<file path="src/rtl/if_fetch_ctrl_pkg.sv">
// Shared constants, bus widths and FSM encoding for the fetch-stage controller.
package if_fetch_ctrl_pkg;

  localparam int unsigned RegW      = 32;
  localparam int unsigned JbrBusW   = 33;
  localparam int unsigned ExcBusW   = 33;
  localparam logic [31:0] LoongPcStartAddr = 32'h1c000000;

  typedef enum logic [1:0] {
    StIdle = 2'd0,
    StReq  = 2'd1,
    StWait = 2'd2
  } fetch_state_e;

  function automatic logic [RegW-1:0] next_seq_pc(input logic [RegW-1:0] pc);
    return pc + 32'd4;
  endfunction

endpackage

</file>
<file path="src/rtl/if_redirect_arb.sv">
// Priority select between the exception/ertn bus and the branch/jump bus.
module if_redirect_arb
  import if_fetch_ctrl_pkg::*;
(
  input  logic [JbrBusW-1:0] jbr_bus_i,
  input  logic [ExcBusW-1:0] exc_bus_i,
  output logic               redir_o,
  output logic [RegW-1:0]    tgt_o,
  output logic               is_exc_o
);

  logic w_exc_v;
  logic w_jbr_v;

  assign w_exc_v  = exc_bus_i[ExcBusW-1];
  assign w_jbr_v  = jbr_bus_i[JbrBusW-1];
  assign redir_o  = w_exc_v | w_jbr_v;
  assign is_exc_o = w_exc_v;
  assign tgt_o    = w_exc_v ? exc_bus_i[RegW-1:0] : jbr_bus_i[RegW-1:0];

endmodule

</file>
<file path="src/rtl/if_fetch_ctrl.sv">
// Fetch-stage sequencer: owns the fetch PC, drives the instruction SRAM handshake
// (one request outstanding), cancels wrong-path fetches and holds a one-entry slot for ID.
module if_fetch_ctrl
  import if_fetch_ctrl_pkg::*;
(
  input  logic                clk_i,
  input  logic                rst_ni,
  input  logic [JbrBusW-1:0]  jbr_bus_i,
  input  logic [ExcBusW-1:0]  exc_bus_i,
  output logic                inst_sram_req_o,
  output logic [RegW-1:0]     inst_sram_addr_o,
  input  logic                inst_sram_addr_ok_i,
  input  logic                inst_sram_data_ok_i,
  input  logic [RegW-1:0]     inst_sram_rdata_i,
  output logic                if_valid_o,
  output logic [RegW-1:0]     if_pc_o,
  output logic [RegW-1:0]     if_inst_o,
  input  logic                id_allow_in_i
);

  fetch_state_e    r_state, w_state_nxt;
  logic [RegW-1:0] r_fpc, w_fpc_nxt;
  logic            r_pend_v, w_pend_v_nxt;
  logic [RegW-1:0] r_pend_tgt, w_pend_tgt_nxt;
  logic            r_pend_exc, w_pend_exc_nxt;
  logic            r_discard, w_discard_nxt;
  logic [RegW-1:0] r_inflight_pc, w_inflight_pc_nxt;
  logic            r_slot_v, w_slot_v_nxt;
  logic [RegW-1:0] r_slot_pc, w_slot_pc_nxt;
  logic [RegW-1:0] r_slot_inst, w_slot_inst_nxt;

  logic            w_redir;
  logic [RegW-1:0] w_tgt;
  logic            w_is_exc;
  logic            w_can_issue;
  logic            w_load;

  if_redirect_arb u_arb (
    .jbr_bus_i (jbr_bus_i),
    .exc_bus_i (exc_bus_i),
    .redir_o   (w_redir),
    .tgt_o     (w_tgt),
    .is_exc_o  (w_is_exc)
  );

  assign w_can_issue      = ~r_slot_v | id_allow_in_i;
  assign inst_sram_req_o  = (r_state == StReq);
  assign inst_sram_addr_o = r_fpc;
  assign if_valid_o       = r_slot_v & ~w_redir;
  assign if_pc_o          = r_slot_pc;
  assign if_inst_o        = r_slot_inst;

  always_comb begin
    w_state_nxt       = r_state;
    w_fpc_nxt         = r_fpc;
    w_pend_v_nxt      = r_pend_v;
    w_pend_tgt_nxt    = r_pend_tgt;
    w_pend_exc_nxt    = r_pend_exc;
    w_discard_nxt     = r_discard;
    w_inflight_pc_nxt = r_inflight_pc;
    w_load            = 1'b0;
    unique case (r_state)
      StIdle: begin
        if (w_redir) w_fpc_nxt = w_tgt;
        if (w_can_issue) w_state_nxt = StReq;
      end
      StReq: begin
        if (inst_sram_addr_ok_i) begin
          w_state_nxt       = StWait;
          w_inflight_pc_nxt = r_fpc;
          if (w_redir || r_pend_v) begin
            w_discard_nxt = 1'b1;
            w_fpc_nxt     = w_redir ? w_tgt : r_pend_tgt;
            w_pend_v_nxt  = 1'b0;
          end else begin
            w_discard_nxt = 1'b0;
            w_fpc_nxt     = next_seq_pc(r_fpc);
          end
        end else if (w_redir) begin
          w_pend_v_nxt = 1'b1;
          // A pending exception target is never displaced by a later branch.
          if (!r_pend_v || w_is_exc || !r_pend_exc) begin
            w_pend_tgt_nxt = w_tgt;
            w_pend_exc_nxt = w_is_exc;
          end
        end
      end
      StWait: begin
        if (w_redir) begin
          w_discard_nxt = 1'b1;
          w_fpc_nxt     = w_tgt;
        end
        if (inst_sram_data_ok_i) begin
          w_state_nxt = StIdle;
          w_load      = ~r_discard & ~w_redir;
        end
      end
      default: w_state_nxt = StIdle;
    endcase
  end

  always_comb begin
    w_slot_v_nxt    = r_slot_v;
    w_slot_pc_nxt   = r_slot_pc;
    w_slot_inst_nxt = r_slot_inst;
    if (w_redir || (if_valid_o && id_allow_in_i)) w_slot_v_nxt = 1'b0;
    if (w_load) begin
      w_slot_v_nxt    = 1'b1;
      w_slot_pc_nxt   = r_inflight_pc;
      w_slot_inst_nxt = inst_sram_rdata_i;
    end
  end

  always_ff @(posedge clk_i or negedge rst_ni) begin
    if (!rst_ni) begin
      r_state       <= StIdle;
      r_fpc         <= LoongPcStartAddr;
      r_pend_v      <= 1'b0;
      r_pend_tgt    <= '0;
      r_pend_exc    <= 1'b0;
      r_discard     <= 1'b0;
      r_inflight_pc <= '0;
      r_slot_v      <= 1'b0;
      r_slot_pc     <= '0;
      r_slot_inst   <= '0;
    end else begin
      r_state       <= w_state_nxt;
      r_fpc         <= w_fpc_nxt;
      r_pend_v      <= w_pend_v_nxt;
      r_pend_tgt    <= w_pend_tgt_nxt;
      r_pend_exc    <= w_pend_exc_nxt;
      r_discard     <= w_discard_nxt;
      r_inflight_pc <= w_inflight_pc_nxt;
      r_slot_v      <= w_slot_v_nxt;
      r_slot_pc     <= w_slot_pc_nxt;
      r_slot_inst   <= w_slot_inst_nxt;
    end
  end

endmodule

</file>
<file path="config.mk">
export PLATFORM = sky130hd
export DESIGN_NAME = if_fetch_ctrl
export DESIGN_NICKNAME = d
export VERILOG_FILES = /design/src/rtl/if_fetch_ctrl_pkg.sv /design/src/rtl/if_redirect_arb.sv /design/src/rtl/if_fetch_ctrl.sv
export SDC_FILE = /design/constraint.sdc
export NUM_CORES = 1
export LEC_CHECK = 0
export ABC_CLOCK_PERIOD_IN_PS = 4000
export CAP_MARGIN = 20
export CORE_MARGIN = 2
export CORE_UTILIZATION = 45
export CTS_BUF_LIST = sky130_fd_sc_hd__clkbuf_4 sky130_fd_sc_hd__clkbuf_8 sky130_fd_sc_hd__clkbuf_16
export DETAILED_ROUTE_END_ITERATION = 8
export GPL_TIMING_DRIVEN = 0
export PLACE_DENSITY = 0.87
export SLEW_MARGIN = 20
export SYNTH_ARGS = -nofsm -noshare
export SYNTH_HDL_FRONTEND = slang
export SYNTH_SLANG_ARGS = --single-unit
</file>
<file path="constraint.sdc">
create_clock -name clk_i -period 4 [get_ports clk_i]
set_clock_uncertainty 0.05 [all_clocks]
set_input_delay 0.8 -clock clk_i [delete_from_list [all_inputs] [get_ports clk_i]]
set_output_delay 0.8 -clock clk_i [all_outputs]
set_load 0.02 [all_outputs]
</file>
# Yosys cells after proc, flatten, opt, wreduce, memory -nomap -nowiden

Index checks and enable logic that the tools add are counted.

Output and inout bits: 98
Logic and storage cells: 66
Bits in registers: 166
Input port bits: 103

Reduce and logical (&&, ||, !) cells: 19
Bitwise operators: 8
Add/sub/neg operators: 1
Equal/unequal tests: 8
Muxes and demuxes: 20

Operators with widths:

| cell                                                   | count |
|---|---|
| 2-to-1 mux 32 bit                                      | 5 |
| one-hot mux 32 bit (2 select lines)                    | 1 |
| adder 32 x 3 -> 32 bit (second input constant)         | 1 |
| AND reduction 3 bit                                    | 4 |
| 2-to-1 mux 1 bit                                       | 9 |
| nonzero test 2 bit                                     | 4 |
| 2-to-1 mux 2 bit                                       | 3 |
| inequality test 2 x 1 -> 1 bit (second input constant) | 3 |
| inequality test 2 bit (second input constant)          | 3 |
| one-hot mux 2 bit (3 select lines)                     | 1 |
| logical OR 1 bit                                       | 4 |
| NOT 1 bit                                              | 4 |
| AND reduction 4 bit                                    | 1 |
| bitwise AND 1 bit                                      | 2 |
| equality test 2 x 1 -> 1 bit (second input constant)   | 1 |
| equality test 2 bit (second input constant)            | 1 |
| logical NOT 1 bit                                      | 2 |
| logical NOT 2 bit                                      | 1 |
| OR 1 bit                                               | 2 |
| one-hot mux 1 bit (2 select lines)                     | 1 |
| AND reduction 2 bit                                    | 1 |
| OR reduction 2 bit                                     | 1 |
| logical AND 1 bit                                      | 1 |

# Logic depth before layout (Yosys ltp)

Gate-level depths: netlist of run 1.

Word-level depth: 7
Mapped depth: 8
Mapped depth without buffers: 6

# Modules after synthesis

A second synthesis of run 1 with hierarchy kept.

Cell total of the unflattened synthesis: 713
Area total of the unflattened synthesis: 8008.9 µm²

Modules (own cells, without submodules):

| module          | area each (µm²) | seq. area each (µm²) | instances | cells an instance |
|---|---|---|---|---|
| if_fetch_ctrl   | 7454.6          | 4157.7               | 1         | 675 |
| if_redirect_arb | 554.3           | 0.0                  | 1         | 38 |

# Worst setup path before layout of run 1

OpenSTA, ideal clock, no wires.

Path type: input port to flip-flop
Start point: in exc_bus_i[32]
End point: reg r_slot_pc[23], in the netlist if_pc_o[23]
Library setup time: 128 ps
Cell stages on the path: 5
Arrival time: 2270 ps
Required time: 3822 ps
Slack: 1552 ps
Cells stage by stage: or2_2 -> or4b_1 -> buf_2 -> buf_2 -> mux2_1

Cells in the longest elaborated chain, start to end: 5

Ends and longest elaborated chain:

| item                 | RTL line              | source |
|---|---|---|
| from (decl)          | if_fetch_ctrl.sv:9    | `input logic [ExcBusW-1:0] exc_bus_i,` |
| OR 1 bit             | if_redirect_arb.sv:17 | `assign redir_o = w_exc_v \| w_jbr_v;` |
| NOT 1 bit            | if_fetch_ctrl.sv:95   | `w_load = ~r_discard & ~w_redir;` |
| bitwise AND 1 bit    | if_fetch_ctrl.sv:95   |  |
| 2-to-1 mux 1 bit     | if_fetch_ctrl.sv:93   | `if (inst_sram_data_ok_i) begin` |
| 2-to-1 mux 1 bit     | if_fetch_ctrl.sv:62   | `unique case (r_state)` |
| to (signal assigned) | if_fetch_ctrl.sv:135  | `r_slot_pc <= w_slot_pc_nxt;` |
| to (decl)            | if_fetch_ctrl.sv:29   | `logic [RegW-1:0] r_slot_pc, w_slot_pc_nxt;` |

No other way between the ends.
A chain may end at the register's enable or synchronous reset.

# Worst setup path in the final report of run 1

Start point: in jbr_bus_i[32]
End point: out if_valid_o

Cells in the longest elaborated chain, start to end: 3

Ends and longest elaborated chain:

| item              | RTL line              | source |
|---|---|---|
| from (decl)       | if_fetch_ctrl.sv:8    | `input logic [JbrBusW-1:0] jbr_bus_i,` |
| OR 1 bit          | if_redirect_arb.sv:17 |  |
| NOT 1 bit         | if_fetch_ctrl.sv:49   | `assign if_valid_o = r_slot_v & ~w_redir;` |
| bitwise AND 1 bit | if_fetch_ctrl.sv:49   |  |
| to (decl)         | if_fetch_ctrl.sv:15   | `output logic if_valid_o,` |

No other way between the ends.

==> results of run 1 <==
==> sequential cells by signal, indices dropped and copies added (netlist names) <==
| signal | cells |
|---|---|
| if_inst_o | 32 |
| if_pc_o | 32 |
| inst_sram_addr_o | 32 |
| r_discard | 1 |
| r_inflight_pc | 32 |
| r_pend_exc | 1 |
| r_pend_tgt | 32 |
| r_pend_v | 1 |
| r_slot_v | 1 |
| r_state | 2 |
==> stage by stage <==
stage	power [mW]	cell area [um^2]	TNS, ns	hold slack [ns]
after floorplan	4.256	7705	0	0.3888
after global placement	5.427	9982	-756.71	0.4041
after global routing	7.595	10610	0	0.2819
final	7.223	10610	0	0.2620
after CTS	7.193	10610	0	0.2769
after detailed placement	5.540	10010	0	0.4094
==> cell families after synthesis <==
group | Yosys count | share of synthesized area [%]
mux | 106 | 15.00
fa+ha+maj | 1 | 0.1624
simple gates | 260 | 15.65
buf+inv | 54 | 2.939
xor+xnor | 6 | 0.6822
flops | 166 | 53.96
compound gates | 144 | 11.59
==> layout make-up <==
cell class	instances	area, um^2
fillers	1330	6037
flip-flops and latches	166	4158
multi-input cells	517	3321
repair buffers	201	2034
clock buffers	18	439.2
well taps	220	275.3
plain buffers	46	196.4
clock inverters	14	151.4
inverters	8	30.03
==> synth_stat cells, types with 2 or more instances <==
cell type and instances:
or4_1 3, or3_1 5, nor3_1 10, nor2_1 30, o311ai_0 4, o21a_1 2
o221ai_1 2, a221o_1 2, nand2_1 152, nand2b_1 3, and3_1 5, a211o_1 3
o21ai_0 70, nor4_1 6, nand4_1 11, nor2b_1 3, o22ai_1 3, mux2_1 6
clkbuf_1 32, a31oi_1 2, o2111ai_1 2, inv_1 8, dfstp_2 3, and4_1 2
o41ai_1 2, a21oi_1 22, nand3_1 14, o21ai_1 2, o211a_1 2, a222oi_1 2
a21o_1 2, or2_2 2, a221oi_1 7, dfrtp_1 163, buf_2 12, mux2i_1 30
o2bb2ai_1 5, a211oi_1 3, mux2_2 70, and2_1 3, xor2_1 3, xnor2_1 3
==> per-layer routing <==
metal | GRT usage, % | up-vias
met3 | 5.330 | 62
met5 | 0 | -
met4 | 11.05 | 0
li1 | - | 3057
met2 | 40.69 | 411
met1 | 32.92 | 3227
==> worst paths after layout <==
kind	to	cells after the start	slack (ns)
setup reg to reg	inst_sram_addr_o[30]$_DFFE_PN0P_	6	1.36
hold / removal	r_pend_tgt[0]$_DFFE_PN0P_	1	0.26
hold reg to reg	r_inflight_pc[23]$_DFFE_PN0P_	2	0.42
setup / recovery	if_valid_o	5	0.31
min in group clk_i	r_inflight_pc[23]$_DFFE_PN0P_	2	0.42
max in group asynchronous	inst_sram_addr_o[28]$_DFFE_PN1P_	2	2.76
==> worst reg2reg max path, cell delays in order (launching register included) <==
cell and delay (ns):
dfrtp_1 0.44, ha_1 0.24, nand4_1 0.31, nor3_1 0.62, nand3_1 0.30, or4_1 0.53, nand3_1 0.09
==> where the power goes <==
part	internal, mW	leakage, nW	switching, mW
registers	2.29	2.11	0.590
logic	1.18	2.36	1.54
clock network	0.941	0.287	0.690
total	4.41	4.77	2.82
==> impl_metrics.csv, run 1 <==
group,metric,value,unit
outcome,status,"complete, no violations",
setup_path,required,3.15,ns
pwr,peakVddDrop,0.3848,mV
pwr,p_leak,4.765,nW
final_layout,final_cell_mix,"clkdlybuf4s50_1 (199), dfrtp_1 (163), nand2_1 (152), o21ai_0 (70), mux2_2 (70)",
cts,cts_resized,0,
drt,met2_length,10920,um
setup_path,critical-path-max-stage-delay,0.62,ns
sta,max_freq,270.7,MHz
job,maxCapViolations,0,
synthesis,synth_seq_cells,166,
setup_path,slowest_stage,"clkdlybuf4s50_1",
drt,drtPass1Iterations,7,
floorplan,dieArea,0.01818,mm^2
sta,report.final.setup_viol,0,
cts,post_cts_buffers,0,
final_layout,insertedDiodeCount,0,
cts,cts_root_buf,"clkbuf_16",
cts,cts-buffers-inserted,17,
drt,ant_nets,0,
grt,grt_pass1_wl,35410,um
final_layout,fin_nets,1061,
setup_path,cp-start-kind,"input port",
drt,top_layer_used,"met4",
sta,maxSlewHeadroom,30.86,%
synthesis,synth.distinct_cells,63,
placement,dp_slack,0.3438,ns
drt,wl_met3,2015,um
setup_path,worstSetupPathType,"in2out",
setup_path,crit_top_cell,"clkdlybuf4s50_1",
cts,htreeDepth,4,
cts,clkLatencyLatePin,0.43,ns
sta,worstMarginPinSlew,1.028,ns
grt,grt_use_total,25.19,%
drt,wl_per_cell,19.03,um
sta,slew_violations,0,
sta,rsz0062_at_grt,"false",
final_layout,final_layout_size_suffix_gt1_share,13.20,%
floorplan,die_h,134.9,um
grt,grt_pass1_vias,6581,
synthesis,ys.flop_type,"dfrtp_1",
sta,fin_ws,0.3058,ns
placement,place.gp.congestion,0.9246,
setup_path,startpoint,"jbr_bus_i[32]",
floorplan,rows,47,
setup_path,cp_num_buf_inv,3,
drt,drcViolationCount,0,
pwr,p_per_area,681.1,mW/mm^2
sta,fin_crit,3.694,ns
synthesis,ys_warn_count,0,
cts,cts_hold_buffers,0,
grt,grt_antenna_before_repair,0,
cts,clock-sinks,166,
synthesis,synth_enable_flop_cells,0,
drt,vias,6757,
sta,hold_violations,0,
grt,grt_max_degree,104,
placement,dp_hpwl,16490,um
synthesis,synth_top_area_share,52.94,%
placement,dp_cells,1158,
grt,grt-ovfl-total,0,
final_layout,finalNonFillerCells,1190,
sta,fin_crit_sh,92.36,%
setup_path,crit_arrival,2.84,ns
cts,cts_tree,"done",
final_layout,postLayoutCoreUtil,63.72,%
final_layout,area_growth,37.64,%
hold_path,hold_path_class,"in2async",
setup_path,path_delay_family,"buffers and inverters",
synthesis,yosys.area.top_type,"dfrtp_1",
final_layout,final_common_cell,"clkdlybuf4s50_1",
synthesis,synth_nets,841,
drt,drt-total-wl,22640,um
setup_path,cp-end-kind,"output pin",
setup_path,critPathMaxFanout,10,
floorplan,ios,201,
floorplan,initial_core_util,46.30,%
cts,cts_max_path_buffers,2,
floorplan,die_w,134.9,um
synthesis,ys_seq_area_share,53.96,%
cts,clk_pin_slew_worst_paths,0.06,ns
synthesis,async_flop_share,100.0,%
synthesis,syn_area,0.007705,mm^2
synthesis,postSynthAreaPerCell,10.45,um^2
drt,vias_per_cell,5.678,
drt,met1_length,9012,um
placement,numPortBuffers,200,
synthesis,synthTopCellsByArea,"dfrtp_1 (53%), mux2_2 (10%), nand2_1 (7.4%)",
setup_path,path_cells,"clkdlybuf4s50_1, nor2_1, clkbuf_1, and2_1, clkdlybuf4s50_1",
drt,drt_iter0_drc,747,
setup_path,r2r-start,"inst_sram_addr_o[2]$_DFFE_PN0P_",
floorplan,core,0.01664,mm^2
synthesis,postSynthCellCount,737,
Power figures use the tool's default switching activity.
==> run 2: changes to the inputs <==
--- a/config.mk
+++ b/config.mk
@@ -17,3 +17,4 @@
 export SYNTH_ARGS = -nofsm -noshare
 export SYNTH_HDL_FRONTEND = slang
 export SYNTH_SLANG_ARGS = --single-unit
+export TNS_END_PERCENT = 30
==> results of run 2 <==
The final DEF is identical to that of run 1; final timing and power are the same.
